<file path="src/rtl/map_lane_sched_pkg.sv">
// ============================================================================
// map_lane_sched_pkg : shared state encoding and raster constants for the
//                      perspective-mapping lane scheduler.
// Revision 1.0
// ============================================================================
`default_nettype none

package map_lane_sched_pkg;

    typedef enum logic [1:0] {
        ST_IDLE     = 2'd0,
        ST_DISPATCH = 2'd1,
        ST_DRAIN    = 2'd2
    } state_t;

    localparam int XMAX_DFLT    = 639;
    localparam int YMAX_DFLT    = 479;
    localparam int PIX_W_DFLT   = 12;
    localparam int COORD_W      = 10;
    localparam int FRAME_PIXELS = (XMAX_DFLT + 1) * (YMAX_DFLT + 1);
    localparam int CNT_W        = $clog2(FRAME_PIXELS + 1);

    function automatic int idx_w(input int n);
        return (n > 1) ? $clog2(n) : 1;
    endfunction

endpackage

`default_nettype wire

</file>
<file path="src/rtl/map_lane_sched_if.sv">
// ============================================================================
// map_lane_sched_if : lane dispatch, lane result and vga_buf write signals.
// Revision 1.0
// ============================================================================
`default_nettype none

interface map_lane_sched_if #(
    parameter int NUM_LANES = 4,
    parameter int ADDR_W    = 17,
    parameter int PIX_W     = 12
);
    logic [NUM_LANES-1:0]        lane_idle;
    logic [NUM_LANES-1:0]        lane_start;
    logic [9:0]                  lane_x;
    logic [9:0]                  lane_y;
    logic [NUM_LANES-1:0]        lane_wr_req;
    logic [NUM_LANES*ADDR_W-1:0] lane_wr_addr;
    logic [NUM_LANES*PIX_W-1:0]  lane_wr_pixel;
    logic [NUM_LANES-1:0]        lane_wr_ack;
    logic                        vga_in_wr;
    logic [ADDR_W-1:0]           vga_in_addr;
    logic [PIX_W-1:0]            pixel_out;

    modport master (
        input  lane_idle, lane_wr_req, lane_wr_addr, lane_wr_pixel,
        output lane_start, lane_x, lane_y, lane_wr_ack,
               vga_in_wr, vga_in_addr, pixel_out
    );

    modport slave (
        output lane_idle, lane_wr_req, lane_wr_addr, lane_wr_pixel,
        input  lane_start, lane_x, lane_y, lane_wr_ack,
               vga_in_wr, vga_in_addr, pixel_out
    );
endinterface

`default_nettype wire

</file>
<file path="src/rtl/map_lane_sched_rr_arbiter.sv">
// ============================================================================
// map_lane_sched_rr_arbiter : round-robin pick of the first request at or
//                             after ptr, one-hot grant plus index.
// Revision 1.0
// ============================================================================
`default_nettype none

module map_lane_sched_rr_arbiter
    import map_lane_sched_pkg::*;
#(
    parameter int N  = 4,
    parameter int IW = idx_w(N)
) (
    input  logic [N-1:0]  req,
    input  logic [IW-1:0] ptr,
    output logic [N-1:0]  grant,
    output logic [IW-1:0] idx,
    output logic          any
);

    // First pass covers ptr..N-1, second pass wraps to 0..ptr-1.
    always_comb begin
        grant = '0;
        idx   = '0;
        any   = 1'b0;
        for (int i = 0; i < N; i++) begin
            if (!any && req[i] && (i >= int'(ptr))) begin
                any      = 1'b1;
                grant[i] = 1'b1;
                idx      = IW'(i);
            end
        end
        for (int i = 0; i < N; i++) begin
            if (!any && req[i]) begin
                any      = 1'b1;
                grant[i] = 1'b1;
                idx      = IW'(i);
            end
        end
    end

endmodule

`default_nettype wire

</file>
<file path="src/rtl/map_lane_sched.sv">
// ============================================================================
// map_lane_sched : walks the raster, dispatches coordinates to idle lanes and
//                  funnels lane results onto the single vga_buf write port.
// Revision 1.0
// ============================================================================
`default_nettype none

module map_lane_sched
    import map_lane_sched_pkg::*;
#(
    parameter int NUM_LANES = 4,
    parameter int ADDR_W    = 17,
    parameter int PIX_W     = PIX_W_DFLT,
    parameter int XMAX      = XMAX_DFLT,
    parameter int YMAX      = YMAX_DFLT
) (
    input  logic             clk,
    input  logic             reset_n,
    input  logic             frame_go,
    output logic             frame_busy,
    output logic             frame_done,
    map_lane_sched_if.master bus
);

    localparam int                   IW    = idx_w(NUM_LANES);
    localparam logic [CNT_W-1:0]     TOTAL = CNT_W'((XMAX + 1) * (YMAX + 1));
    localparam logic [COORD_W-1:0]   XLAST = COORD_W'(XMAX);
    localparam logic [COORD_W-1:0]   YLAST = COORD_W'(YMAX);

    state_t               state;
    state_t               state_nx;
    logic [COORD_W-1:0]   x;
    logic [COORD_W-1:0]   y;
    logic [NUM_LANES-1:0] issued_last;
    logic [IW-1:0]        rr_d;
    logic [IW-1:0]        rr_w;
    logic [CNT_W-1:0]     written;
    logic                 pending;

    logic [NUM_LANES-1:0] eligible;
    logic [NUM_LANES-1:0] d_grant;
    logic [NUM_LANES-1:0] w_grant;
    logic [IW-1:0]        d_idx;
    logic [IW-1:0]        w_idx;
    logic                 d_any;
    logic                 w_any;
    logic                 dispatch_fire;
    logic                 last_coord;
    logic [ADDR_W-1:0]    sel_addr;
    logic [PIX_W-1:0]     sel_pix;

    function automatic logic [IW-1:0] ptr_next(input logic [IW-1:0] i);
        return (i == IW'(NUM_LANES - 1)) ? '0 : i + IW'(1);
    endfunction

    // A lane that was just started may still report idle for one cycle.
    assign eligible      = bus.lane_idle & ~issued_last;
    assign dispatch_fire = (state == ST_DISPATCH) && d_any;
    assign last_coord    = (x == XLAST) && (y == YLAST);
    assign bus.lane_wr_ack = w_grant;

    map_lane_sched_rr_arbiter #(.N(NUM_LANES), .IW(IW)) u_disp_arb (
        .req   (eligible),
        .ptr   (rr_d),
        .grant (d_grant),
        .idx   (d_idx),
        .any   (d_any)
    );

    map_lane_sched_rr_arbiter #(.N(NUM_LANES), .IW(IW)) u_wr_arb (
        .req   (bus.lane_wr_req),
        .ptr   (rr_w),
        .grant (w_grant),
        .idx   (w_idx),
        .any   (w_any)
    );

    always_comb begin
        sel_addr = '0;
        sel_pix  = '0;
        for (int i = 0; i < NUM_LANES; i++) begin
            if (w_grant[i]) begin
                sel_addr = sel_addr | bus.lane_wr_addr[i*ADDR_W +: ADDR_W];
                sel_pix  = sel_pix  | bus.lane_wr_pixel[i*PIX_W +: PIX_W];
            end
        end
    end

    always_comb begin
        state_nx = state;
        unique case (state)
            ST_IDLE:     if (frame_go || pending)          state_nx = ST_DISPATCH;
            ST_DISPATCH: if (dispatch_fire && last_coord)  state_nx = ST_DRAIN;
            ST_DRAIN:    if (written == TOTAL)             state_nx = ST_IDLE;
            default:                                       state_nx = ST_IDLE;
        endcase
    end

    always_ff @(posedge clk or negedge reset_n) begin
        if (!reset_n) state <= ST_IDLE;
        else          state <= state_nx;
    end

    always_ff @(posedge clk or negedge reset_n) begin
        if (!reset_n) begin
            frame_busy      <= 1'b0;
            frame_done      <= 1'b0;
            pending         <= 1'b0;
            x               <= '0;
            y               <= '0;
            issued_last     <= '0;
            rr_d            <= '0;
            rr_w            <= '0;
            written         <= '0;
            bus.lane_start  <= '0;
            bus.lane_x      <= '0;
            bus.lane_y      <= '0;
            bus.vga_in_wr   <= 1'b0;
            bus.vga_in_addr <= '0;
            bus.pixel_out   <= '0;
        end else begin
            frame_busy <= (state_nx != ST_IDLE);
            frame_done <= (state == ST_DRAIN) && (written == TOTAL);

            // A go seen outside IDLE (including the completing cycle) is kept.
            if (state == ST_IDLE) pending <= 1'b0;
            else if (frame_go)    pending <= 1'b1;

            bus.lane_start <= '0;
            issued_last    <= '0;
            if (dispatch_fire) begin
                bus.lane_start <= d_grant;
                issued_last    <= d_grant;
                bus.lane_x     <= x;
                bus.lane_y     <= y;
                rr_d           <= ptr_next(d_idx);
                if (x == XLAST) begin
                    x <= '0;
                    y <= (y == YLAST) ? '0 : y + COORD_W'(1);
                end else begin
                    x <= x + COORD_W'(1);
                end
            end else if (state == ST_IDLE) begin
                x <= '0;
                y <= '0;
            end

            bus.vga_in_wr <= w_any;
            if (w_any) begin
                bus.vga_in_addr <= sel_addr;
                bus.pixel_out   <= sel_pix;
                rr_w            <= ptr_next(w_idx);
            end

            // Results landing while idle are stale and not part of any frame.
            if (state == ST_IDLE) written <= '0;
            else if (w_any)       written <= written + CNT_W'(1);
        end
    end

endmodule

`default_nettype wire

</file>
<file path="src/flat_wrapper.sv">
// flat-port wrapper written by rule: the top's interface ports become plain ports
module map_lane_sched_flat import map_lane_sched_pkg::*;
#(
    parameter int NUM_LANES = 4,
    parameter int ADDR_W    = 17,
    parameter int PIX_W     = PIX_W_DFLT,
    parameter int XMAX      = XMAX_DFLT,
    parameter int YMAX      = YMAX_DFLT
)
  (clk, reset_n, frame_go, frame_busy, frame_done, bus_lane_idle, bus_lane_wr_req, bus_lane_wr_addr, bus_lane_wr_pixel, bus_lane_start, bus_lane_x, bus_lane_y, bus_lane_wr_ack, bus_vga_in_wr, bus_vga_in_addr, bus_pixel_out);
  map_lane_sched_if #(.NUM_LANES(NUM_LANES), .ADDR_W(ADDR_W), .PIX_W(PIX_W)) bus_i ();
  input  logic clk;
  input  logic reset_n;
  input  logic frame_go;
  output logic frame_busy;
  output logic frame_done;
  input wire logic [$bits(bus_i.lane_idle)-1:0] bus_lane_idle;
  input wire logic [$bits(bus_i.lane_wr_req)-1:0] bus_lane_wr_req;
  input wire logic [$bits(bus_i.lane_wr_addr)-1:0] bus_lane_wr_addr;
  input wire logic [$bits(bus_i.lane_wr_pixel)-1:0] bus_lane_wr_pixel;
  output wire logic [$bits(bus_i.lane_start)-1:0] bus_lane_start;
  output wire logic [$bits(bus_i.lane_x)-1:0] bus_lane_x;
  output wire logic [$bits(bus_i.lane_y)-1:0] bus_lane_y;
  output wire logic [$bits(bus_i.lane_wr_ack)-1:0] bus_lane_wr_ack;
  output wire logic [$bits(bus_i.vga_in_wr)-1:0] bus_vga_in_wr;
  output wire logic [$bits(bus_i.vga_in_addr)-1:0] bus_vga_in_addr;
  output wire logic [$bits(bus_i.pixel_out)-1:0] bus_pixel_out;
  assign bus_i.lane_idle = bus_lane_idle;
  assign bus_i.lane_wr_req = bus_lane_wr_req;
  assign bus_i.lane_wr_addr = bus_lane_wr_addr;
  assign bus_i.lane_wr_pixel = bus_lane_wr_pixel;
  assign bus_lane_start = bus_i.lane_start;
  assign bus_lane_x = bus_i.lane_x;
  assign bus_lane_y = bus_i.lane_y;
  assign bus_lane_wr_ack = bus_i.lane_wr_ack;
  assign bus_vga_in_wr = bus_i.vga_in_wr;
  assign bus_vga_in_addr = bus_i.vga_in_addr;
  assign bus_pixel_out = bus_i.pixel_out;
  map_lane_sched #(.NUM_LANES(NUM_LANES), .ADDR_W(ADDR_W), .PIX_W(PIX_W), .XMAX(XMAX), .YMAX(YMAX)) u_core (.clk(clk), .reset_n(reset_n), .frame_go(frame_go), .frame_busy(frame_busy), .frame_done(frame_done), .bus(bus_i));
endmodule
</file>
<file path="config.mk">
export PLATFORM = sky130hd
export DESIGN_NAME = map_lane_sched_flat
export DESIGN_NICKNAME = d
export VERILOG_FILES = /design/src/rtl/map_lane_sched_pkg.sv /design/src/rtl/map_lane_sched_if.sv /design/src/rtl/map_lane_sched_rr_arbiter.sv /design/src/rtl/map_lane_sched.sv /design/src/flat_wrapper.sv
export SDC_FILE = /design/constraint.sdc
export NUM_CORES = 1
export LEC_CHECK = 0
export BUFFER_PORTS_ARGS = -buffer_cell sky130_fd_sc_hd__buf_2
export CAP_MARGIN = 25
export CORE_ASPECT_RATIO = 0.8
export CORE_MARGIN = 2
export CORE_UTILIZATION = 50
export CTS_CLUSTER_DIAMETER = 150
export DETAILED_ROUTE_END_ITERATION = 7
export PLACE_DENSITY = 0.81
export SETUP_SLACK_MARGIN = 0.15
export SKIP_LAST_GASP = 1
export SLEW_MARGIN = 20
export SYNTH_ARGS = -nofsm -noshare
export SYNTH_HDL_FRONTEND = slang
export SYNTH_SLANG_ARGS = --single-unit
</file>
<file path="constraint.sdc">
create_clock -name clk -period 2.98 [get_ports clk]
set_clock_uncertainty 0.15 [all_clocks]
set_input_delay 0.596 -clock clk [delete_from_list [all_inputs] [get_ports clk]]
set_output_delay 0.596 -clock clk [all_outputs]
set_load 0.005 [all_outputs]
</file>
After elaboration in Yosys (flattened, before gate mapping)
Cells that the tools add are included.

storage, ports and cells
  register bits = 102
  input port bits = 127
  output and inout port bits = 60
  word-level logic and storage cells = 156

cells by class
  add/subtract/negate cells = 5
  $lt $le $gt $ge = 6
  eq/ne operators = 8
  multiplexer cells = 69
  bitwise logic cells = 8
  reductions and logical operators = 45

operators by type and width
  kind                                                                   count
  17-bit 2-to-1 mux                                                      4
  10-bit 2-to-1 mux                                                      6
  17-bit bitwise OR                                                      3
  12-bit 2-to-1 mux                                                      4
  19-bit 2-to-1 mux                                                      2
  12-bit bitwise OR                                                      3
  1-bit 2-to-1 mux                                                       34
  2-bit 2-to-1 mux                                                       17
  1-bit logical AND                                                      24
  10-bit by 1-bit adder with 10-bit output (second input constant)       2
  19-bit by 1-bit adder with 19-bit output (second input constant)       1
  19-bit == test (second input constant)                                 1
  1-bit zero test                                                        14
  10-bit == test (second input constant)                                 1
  10-bit by 9-bit == test with 1-bit output (second input constant)      1
  1-bit by 2-bit >= comparator with 1-bit output (first input constant)  4
  2-bit nonzero test                                                     4
  2-bit == test (second input constant)                                  3
  2-bit case mux with 3 select lines                                     1
  2-bit by 1-bit adder with 2-bit output (second input constant)         2
  4-bit AND                                                              1
  2-bit >= comparator (first input constant)                             2
  4-bit 2-to-1 mux                                                       1
  4-bit inverter                                                         1
  other kinds (5)                                                        5

Longest topological paths before layout
Gate-level depths: netlist of the first run.

  depth in word-level cells = 32
  mapped depth = 8

Cells and area by module
Synthesis of the first run repeated with hierarchy kept, for this count alone.

second synthesis, totals
  cells, all modules = 588
  area, all modules = 5397.7 µm²

by module, submodules not included
  module                     times used  cells an instance  area each (µm²)  seq. area each (µm²)
  map_lane_sched             1           522                4952.2           2552.4
  map_lane_sched_rr_arbiter  2           33                 222.7            0.0

Worst setup path before layout of the first run
No wires, ideal clock.

  path type = input-to-reg
  start = input port bus_lane_wr_req[2]
  end = register u_core.written[14]
  arrival time = 2024 ps
  data required time = 2698 ps
  path slack = 674 ps
  cell stages on the path = 8
  cell sequence = clkbuf_1 nor4_2 inv_2 and4_1 clkbuf_1 nand4_1 xor2_1 nor2_1

on the way
  word-level cells in the longest chain between the ends = 19

RTL lines
  item                              line                             source
  start: declaration                flat_wrapper.sv:18               input wire logic [$bits(bus_i.lane_wr_req)-1:0] bus_lane_wr_req;
  1-bit logical AND (2 in a row)    map_lane_sched_rr_arbiter.sv:27  if (!any && req[i] && (i >= int'(ptr))) begin
  1-bit 2-to-1 mux                  map_lane_sched_rr_arbiter.sv:27
  1-bit zero test                   map_lane_sched_rr_arbiter.sv:27
  1-bit logical AND                 map_lane_sched_rr_arbiter.sv:27
  1-bit 2-to-1 mux                  map_lane_sched_rr_arbiter.sv:27
  1-bit zero test                   map_lane_sched_rr_arbiter.sv:34  if (!any && req[i]) begin
  1-bit logical AND                 map_lane_sched_rr_arbiter.sv:34
  1-bit 2-to-1 mux                  map_lane_sched_rr_arbiter.sv:34
  (+2 left out)                     -
  1-bit 2-to-1 mux                  map_lane_sched_rr_arbiter.sv:34
  1-bit zero test                   map_lane_sched_rr_arbiter.sv:34
  1-bit logical AND                 map_lane_sched_rr_arbiter.sv:34
  1-bit 2-to-1 mux (*)              map_lane_sched_rr_arbiter.sv:34
  1-bit zero test                   map_lane_sched_rr_arbiter.sv:34
  1-bit logical AND                 map_lane_sched_rr_arbiter.sv:34
  1-bit 2-to-1 mux (*)              map_lane_sched_rr_arbiter.sv:34
  2-bit nonzero test (no line) (*)  -
  end signal: assignment            map_lane_sched.sv:157            else if (w_any) written <= written + CNT_W'(1);
  end: declaration                  map_lane_sched.sv:37             logic [CNT_W-1:0] written;

Every way passes the cells marked *; elsewhere a longest branch is shown, timed or not.
A chain may end at the register's enable or synchronous reset.

Worst setup path after layout of the first run
  start = register u_core.rr_w[1]
  end = output port bus_lane_wr_ack[3]

on the way
  word-level cells in the longest chain between the ends = 26
  elaborated cells on any way between the ends = 29
  classes of those cells = order compare (3); mux (9); reduce/logical (17)

RTL lines
  item                                            line                             source
  start: declaration                              map_lane_sched.sv:36             logic [IW-1:0] rr_w;
  start signal: assignment                        map_lane_sched.sv:152            rr_w <= ptr_next(w_idx);
  1-bit by 2-bit >= comparator with 1-bit output  map_lane_sched_rr_arbiter.sv:27
  1-bit logical AND                               map_lane_sched_rr_arbiter.sv:27
  1-bit 2-to-1 mux                                map_lane_sched_rr_arbiter.sv:27
  1-bit zero test                                 map_lane_sched_rr_arbiter.sv:27
  1-bit logical AND (2 in a row)                  map_lane_sched_rr_arbiter.sv:27
  1-bit 2-to-1 mux                                map_lane_sched_rr_arbiter.sv:27
  1-bit zero test                                 map_lane_sched_rr_arbiter.sv:27
  1-bit logical AND (2 in a row)                  map_lane_sched_rr_arbiter.sv:27
  (+8 left out)                                   -
  1-bit logical AND                               map_lane_sched_rr_arbiter.sv:34
  1-bit 2-to-1 mux                                map_lane_sched_rr_arbiter.sv:34
  1-bit zero test                                 map_lane_sched_rr_arbiter.sv:34
  1-bit logical AND                               map_lane_sched_rr_arbiter.sv:34
  1-bit 2-to-1 mux                                map_lane_sched_rr_arbiter.sv:34
  1-bit zero test                                 map_lane_sched_rr_arbiter.sv:34
  1-bit logical AND                               map_lane_sched_rr_arbiter.sv:34
  1-bit 2-to-1 mux (*)                            map_lane_sched_rr_arbiter.sv:34
  end: declaration                                flat_wrapper.sv:24               output wire logic [$bits(bus_i.lane_wr_ack)-1:0] bus_lane_wr_ack;

Marked as above.

==> results.toml, run 1 <==
[worst_setup_path]
cp.buffers_inverters = 2
worst-path-max-fanout = 20
critPathCaptureType = "output port"
timing.setup.critical_path_class = "flop to output port"
ordered_cell_list_for_the_critical_path = "inv_1 > a21oi_1 > o221a_2 > buf_2"
cp-start-kind = "flop"
critical-path-slowest-cell = "sky130_fd_sc_hd__o221a_2"
data_arrival_time_of_the_critical_path_ps = 1790
critical_path_required_ps = 2230
timing.critical_path.slowest_cell_delay_ps = 510
cpLargestDelayFamily = "compound AO/OA/AOI/OAI gates"

[clocking]
number_of_sinks_handled_by_clock_tree_synthesis = 102
post_cts_buffers = 0
cts_inserted_buffers = 9
ctsHtreeMaxLevel = 3
ctsRootBufferMaster = "sky130_fd_sc_hd__clkbuf_16"
clk-insertion-delay-late_ps = 350
cts.clk_slew.worst_paths_ps = 60
postCtsResizedCells = 0
tritoncts = "built"
post_cts_hold_buffer_count = 0
number_of_buffers_between_clock_root_and_the_deepest_sink = 2

[run]
cap_violations = 0

[sta]
fmaxAchievable_ghz = 0.3949
fin_crit_sh = 0.8497
worst_pin_slew_ps = 717.8
final.min_clock_period_ps = 2532
final-setup-viol-count = 0
totalNegativeSetupSlack_ps = 0
hold_viol_final = 0
hold_slack_ps = 106.7
report.final.slew_viol_count = 0
slew-limit-headroom = 0.5183
rsz0062_at_grt = "false"

[route]
via_count = 5010
vias_per_cell = 5.739
drcViolationCount = 2
drt_pass1_iterations = 8
post_drt_wl_per_cell_um = 17.17
dr.first_iter.drc_count = 486
routed_wl_um = 14990
final_antenna_net_count = 0

[placement]
gp_congestion = 0.9613
detailed_place_hpwl_um = 10870
placed_area_um2 = 6165
io_buffers = 186

[global_routing]
global_route_usage_sum = 0.2885
maximum_number_of_pins_on_one_net_before_global_route_repair = 57
grt_overflow_total = 0
antenna_found_initial = 0
grt_pass1_wl_um = 24410
via_count_of_the_first_global_routing_pass = 4962

[yosys]
post_synthesis_cell_area_um2 = 5062
synthesis.yosys.warnings = 0
synth-seq-cells = 102
synth-edff-count = 0
ys_seq_area_frac = 0.5042
synth_top_flop_cell = "sky130_fd_sc_hd__dfrtp_1"
ys_async_sr_fraction = 1.000
synth_cell_type_count = 54
syn_nets = 689
synth_cells = 558
post_synthesis_area_per_instance_um2 = 9.072

[die]
die_x_um = 116.5
design.portCount = 187
die_area_um2 = 10950
num_rows = 32
fp.dieH_um = 94
effective_utilization_at_floorplan = 0.5203
core_region_area_um2 = 9729

[cells_and_area]
num_antenna_cells = 0
syn2layout_area_growth_pct = 27.68
final_net_count = 864
layout.core_utilization = 0.6644
layout-drive-gt1-share = 0.3134
final_std_cell_area_no_fill_um2 = 6464

[status]
outcome = "finished, violations left"
violations = "design-rule violations"

[power]
power.total_mw = 4.384
power_density_cells_nw_per_um2 = 678.2
largest_vdd_supply_drop_uv = 358.9
leakage_power_of_the_design_nw = 3.248

[min_path]
hold_crit_path_type = "input pin to asynchronous set/reset pin"
## worst paths after layout
path	from	to	slack [ps]	cells past startpoint
worst min-delay path	reset_n	u_core.bus.vga_in_addr[3]	110	1
worst min register to register	u_core.bus.lane_x[9]	u_core.bus.lane_x[9]	320	2
min in group clk	u_core.bus.lane_x[9]	u_core.bus.lane_x[9]	320	2
max in group asynchronous	reset_n	u_core.bus.lane_x[8]	1850	2
worst max-delay path	u_core.rr_w[1]	bus_lane_wr_ack[3]	450	4
worst max register to register	u_core.x[0]	u_core.y[9]	530	7
## through the flow
| step | instances | setup slack [ps] |
|---|---|---|
| 2_1_floorplan | 558 | 674.2 |
| 3_3_place_gp | 858 | 569.0 |
| 3_5_place_dp | 858 | 482.4 |
| 4_1_cts | 873 | 474.5 |
| 5_1_grt | 873 | 340.8 |
| 6_report | 873 | 447.9 |
## area by class of cell
class / count / area [µm²]
Timing Repair Buffer: 201 / 1059
Fill cell: 792 / 3266
Inverter: 11 / 41.29
Clock buffer: 10 / 239.0
Sequential cell: 102 / 2552
Multi-Input combinational cell: 408 / 2342
Clock inverter: 5 / 60.06
Tap cell: 136 / 170.2
## layout by cell type (no fill, tap or decap), types with 9 or more instances in the layout
cell	synthesis	final
sky130_fd_sc_hd__nand4_1	11	11
sky130_fd_sc_hd__nand3_1	13	13
sky130_fd_sc_hd__buf_4	0	15
sky130_fd_sc_hd__clkbuf_16	0	9
sky130_fd_sc_hd__dfrtp_1	102	102
sky130_fd_sc_hd__nor2_1	73	73
sky130_fd_sc_hd__a21oi_1	73	73
sky130_fd_sc_hd__nand2_1	77	77
sky130_fd_sc_hd__a222oi_1	29	29
sky130_fd_sc_hd__buf_2	0	185
sky130_fd_sc_hd__inv_1	9	9
sky130_fd_sc_hd__nor3_1	10	10
sky130_fd_sc_hd__o21ai_0	23	23
sky130_fd_sc_hd__xor2_1	17	17
## routing by layer
layer / vias to the layer above / GRT usage / routed length (µm)
met5: - / 0 / 0
met2: 184 / 0.4651 / 7273
met1: 2427 / 0.3732 / 6284
li1: 2363 / - / -
met4: 0 / 0.1042 / 382
met3: 36 / 0.08000 / 1046
## cells by family (layout without fill, tap and decap cells)
logic type	Yosys count	after routing	share of synthesized area
compound gates	152	152	0.1940
xor+xnor	19	19	0.03287
fa+ha+maj	4	4	0.009887
buf+inv	48	227	0.03707
flops	102	102	0.5042
mux	3	3	0.006179
simple gates	230	230	0.2158
## cells in the mapped netlist, types with 2 or more instances
master / number / area share
sky130_fd_sc_hd__nand2b_1: 6 / 0.0074
sky130_fd_sc_hd__xor2_1: 17 / 0.029
sky130_fd_sc_hd__o21ai_0: 23 / 0.023
sky130_fd_sc_hd__buf_1: 2 / 0.0015
sky130_fd_sc_hd__nor4_1: 4 / 0.0049
sky130_fd_sc_hd__ha_1: 4 / 0.0099
sky130_fd_sc_hd__dfrtp_1: 102 / 0.50
sky130_fd_sc_hd__a222oi_1: 29 / 0.057
sky130_fd_sc_hd__a21oi_1: 73 / 0.072
sky130_fd_sc_hd__o41ai_1: 3 / 0.0052
sky130_fd_sc_hd__and2_1: 4 / 0.0049
sky130_fd_sc_hd__and4_1: 3 / 0.0052
sky130_fd_sc_hd__inv_1: 9 / 0.0067
sky130_fd_sc_hd__nand2_1: 77 / 0.057
sky130_fd_sc_hd__o31ai_1: 4 / 0.0059
sky130_fd_sc_hd__o21bai_1: 2 / 0.0030
sky130_fd_sc_hd__inv_2: 2 / 0.0015
sky130_fd_sc_hd__nand4_1: 11 / 0.014
sky130_fd_sc_hd__o21ai_1: 3 / 0.0030
sky130_fd_sc_hd__clkbuf_1: 34 / 0.025
sky130_fd_sc_hd__nand3_1: 13 / 0.013
sky130_fd_sc_hd__nor2b_1: 6 / 0.0074
sky130_fd_sc_hd__mux2i_1: 2 / 0.0040
sky130_fd_sc_hd__nor2_1: 73 / 0.054
sky130_fd_sc_hd__or2_2: 2 / 0.0025
sky130_fd_sc_hd__and3_1: 8 / 0.0099
sky130_fd_sc_hd__o221a_2: 2 / 0.0044
sky130_fd_sc_hd__nor3_1: 10 / 0.0099
sky130_fd_sc_hd__or3_1: 2 / 0.0025
sky130_fd_sc_hd__a31oi_1: 3 / 0.0037
sky130_fd_sc_hd__xnor2_1: 2 / 0.0035
## sequential cells by signal, summed over array words and instances, names as in the netlist
name                    count
u_core.written             19
u_core.pending              1
u_core.rr_w                 2
u_core.frame_done           1
u_core.bus.pixel_out       12
u_core.bus.vga_in_addr     17
u_core.bus.lane_y          10
u_core.bus.lane_x          10
u_core.rr_d                 2
u_core.frame_busy           1
u_core.bus.vga_in_wr        1
u_core.bus.lane_start       4
u_core.y                   10
u_core.state                2
u_core.x                   10
## worst reg2reg max path: cells and delay by family (launching register included)
kind / cells / cell delay [ps]
AO/OA/AOI/OAI: 2 / 340
adder cells (fa/ha/maj): 1 / 230
buffers and inverters: 1 / 210
flip-flops: 1 / 410
AND/OR/NAND/NOR: 3 / 1020
## where the power goes
group / leakage [nW] / total [mW] / internal (mW) / switching (mW)
sequential: 1.31 / 1.95 / 1.69 / 0.261
combinational: 1.80 / 1.26 / 0.560 / 0.696
clock: 0.145 / 1.18 / 0.670 / 0.511
(Power assumes the default switching activity.)
==> inputs of run 2 (changes only) <==
clock period = 2.5 ns   (was 2.98 ns; I/O delays follow)
==> run 2 against run 1 <==
Against the previous run:
- the flow still finishes with violations (design-rule violations)
- critical path depth grew 2
- count of clock-buffer cells in the layout grew 1
- register-to-register slack lost 340 ps
- design area grew 2.6%
- clock power grew 25%
- cell count grew 1.4%
- combinational power grew 26%
- first-iteration DRC count grew 33%
- worst hold slack lost 110 ps
- sequential power grew 20%
- global-route usage shrank 0.30 points
- critical endpoint is now u_core.y[9]
- largest power group unchanged
==> results.toml, run 2 (same netlist as run 1, synthesis figures left out) <==
[die]
die_area_um2 = 10950
core_region_area_um2 = 9729
die_x_um = 116.5
fp.dieH_um = 94
effective_utilization_at_floorplan = 0.5203
num_rows = 32
design.portCount = 187

[global_routing]
grt_met3_use = 0.08710
grt_overflow_total = 0
maximum_number_of_pins_on_one_net_before_global_route_repair = 44
antenna_found_initial = 0
grt.busiest_layer = "met2"
groute.layer.met1.usage = 0.3623
via_count_of_the_first_global_routing_pass = 5086
grt_pass1_wl_um = 24350
global_route_usage_sum = 0.2855
gr-usage-met2 = 0.4661

[route]
post_drt_wl_per_cell_um = 17.23
final_antenna_net_count = 0
routed_wl_um = 15250
vias_per_cell = 5.845
dr.first_iter.drc_count = 647
via_count = 5173
drcViolationCount = 16
drt_pass1_iterations = 8

[clocking]
clk-insertion-delay-late_ps = 360
number_of_buffers_between_clock_root_and_the_deepest_sink = 2
cts_inserted_buffers = 9
cts.clk_slew.worst_paths_ps = 70
ctsRootBufferMaster = "sky130_fd_sc_hd__clkbuf_16"
number_of_sinks_handled_by_clock_tree_synthesis = 102
ctsHtreeMaxLevel = 3
tritoncts = "built"
post_cts_hold_buffer_count = 0

[power]
power_switching_share = 0.3371
power.internal_mw = 3.587
share_comb_of_total_power = 0.294
power_density_cells_nw_per_um2 = 815.7
psw_mw = 1.824
power.share.clock = 0.273
leakage_power_of_the_design_nw = 3.320
pwr-share-seq = 0.433
largest_vdd_supply_drop_uv = 481.4

[cells_and_area]
regs_by_ff_count = "u_core.written (19), u_core.bus.vga_in_addr (17), u_core.bus.pixel_out (12)"
layout-drive-gt1-share = 0.3342
largest_register = "u_core.written"
final_net_count = 874
layout.core_utilization = 0.6818
mostFrequentLayoutCell = "sky130_fd_sc_hd__buf_2"
final_std_cell_area_no_fill_um2 = 6634
largest_reg_flops = 19
mostFrequentLayoutCells = "185 x sky130_fd_sc_hd__buf_2, 99 x sky130_fd_sc_hd__dfrtp_1, 77 x sky130_fd_sc_hd__nand2_1"
syn2layout_area_growth_pct = 31.04

[worst_setup_path]
timing.reg2reg.worst_path_depth = 6
r2r_end = "u_core.y[9]"
r2r_slack_ps = 190
critical_path_required_ps = 2630
regToRegStartpoint = "u_core.x[0]"
cp-start-kind = "flop"
worst-path-max-fanout = 6
critPathCaptureType = "flop"
timing.setup.critical_path_class = "flop to flop"
data_arrival_time_of_the_critical_path_ps = 2440

[sta]
fmaxAchievable_ghz = 0.4336
worst_pin_slew_ps = 598.7
report.final.slew_viol_count = 0
setup_slack_ps = 193.6
fin_crit_sh = 0.9226
final-setup-viol-count = 0
totalNegativeSetupSlack_ps = 0
hold_slack_ps = 1.434
slew-limit-headroom = 0.6008
final.min_clock_period_ps = 2306
rsz0062_at_grt = "true"
hold_viol_final = 0

[placement]
gp_congestion = 0.9379
placed_area_um2 = 6232
dpl_worst_slack_ps = 147.6
detailed_place_hpwl_um = 10860
io_buffers = 186

[run]
cap_violations = 0

[status]
outcome = "finished, violations left"
violations = "design-rule violations"

[min_path]
hold_crit_path_type = "input pin to asynchronous set/reset pin"
## run 2: changes by cell type in the layout (fill, tap and decap cells not counted), sizes merged
| cell | delta |
|---|---|
| buf | +9 |
| clkbuf | +1 |
| clkinv | -3 |
| clkinvlp | +1 |
| diode | +1 |
| inv | +2 |
| o221a | +1 |
## run 2: per-stage QoR
stage               power (mW)  std cells
floorplan                3.156        558
global placement         3.790        862
detailed placement       3.856        862
CTS                      5.361        879
global route             5.735        884
finish                   5.411        885
## run 2: power by group through the flow
stage | clock, mW | combinational, mW | sequential [mW]
after global placement | 0 | 1.47 | 2.32
after CTS | 1.50 | 1.53 | 2.33
after detailed placement | 0 | 1.51 | 2.34
after global routing | 1.57 | 1.77 | 2.40
after floorplan | 0 | 0.857 | 2.30
final | 1.48 | 1.59 | 2.34
## run 2: timing repair
item | in CTS | in global routing
pin swaps | 1 | 2
setup buffers | 1 | 4
setup endpoints to repair | 4 | 10
cloned | 0 | 1
resized for setup | 1 | 8
endpoints found under the hold margin | 0 | 0
## run 2: worst max-delay path: stages (launching register included)
cell and delay (ps):
sky130_fd_sc_hd__dfrtp_2 420, sky130_fd_sc_hd__ha_2 220, sky130_fd_sc_hd__nand3_2 130, sky130_fd_sc_hd__nor4_4 430, sky130_fd_sc_hd__a32o_2 270, sky130_fd_sc_hd__or4b_1 450
sky130_fd_sc_hd__a21oi_1 150
## run 2: layer usage
| metal | vias to the layer above | wire, µm |
|---|---|---|
| met1 | 2496 | 6209 |
| met4 | 0 | 382 |
| met3 | 42 | 1266 |
| met5 | - | 0 |
| li1 | 2382 | - |
| met2 | 253 | 7390 |
## run 2: worst max path at each step
stage | start | endpoint | slack [ps] | cells after the start
floorplan | bus_lane_wr_req[2] | u_core.written[14] | 290 | 8
global placement | u_core.x[0] | u_core.y[9] | 280 | 6
detailed placement | u_core.x[0] | u_core.y[9] | 150 | 6
CTS | u_core.rr_w[1] | bus_lane_wr_ack[3] | 130 | 4
global route | u_core.x[0] | u_core.y[9] | 80 | 6
finish | u_core.x[0] | u_core.y[9] | 190 | 6
## run 2: final cells by class
cell class / instances / area, µm²
repair buffers: 210 / 1164
clock inverters: 5 / 65.06
inverters: 11 / 41.29
flip-flops and latches: 102 / 2556
clock buffers: 11 / 252.7
multi-input cells: 409 / 2382
well taps: 136 / 170.2
diodes: 1 / 2.502
fillers: 799 / 3095
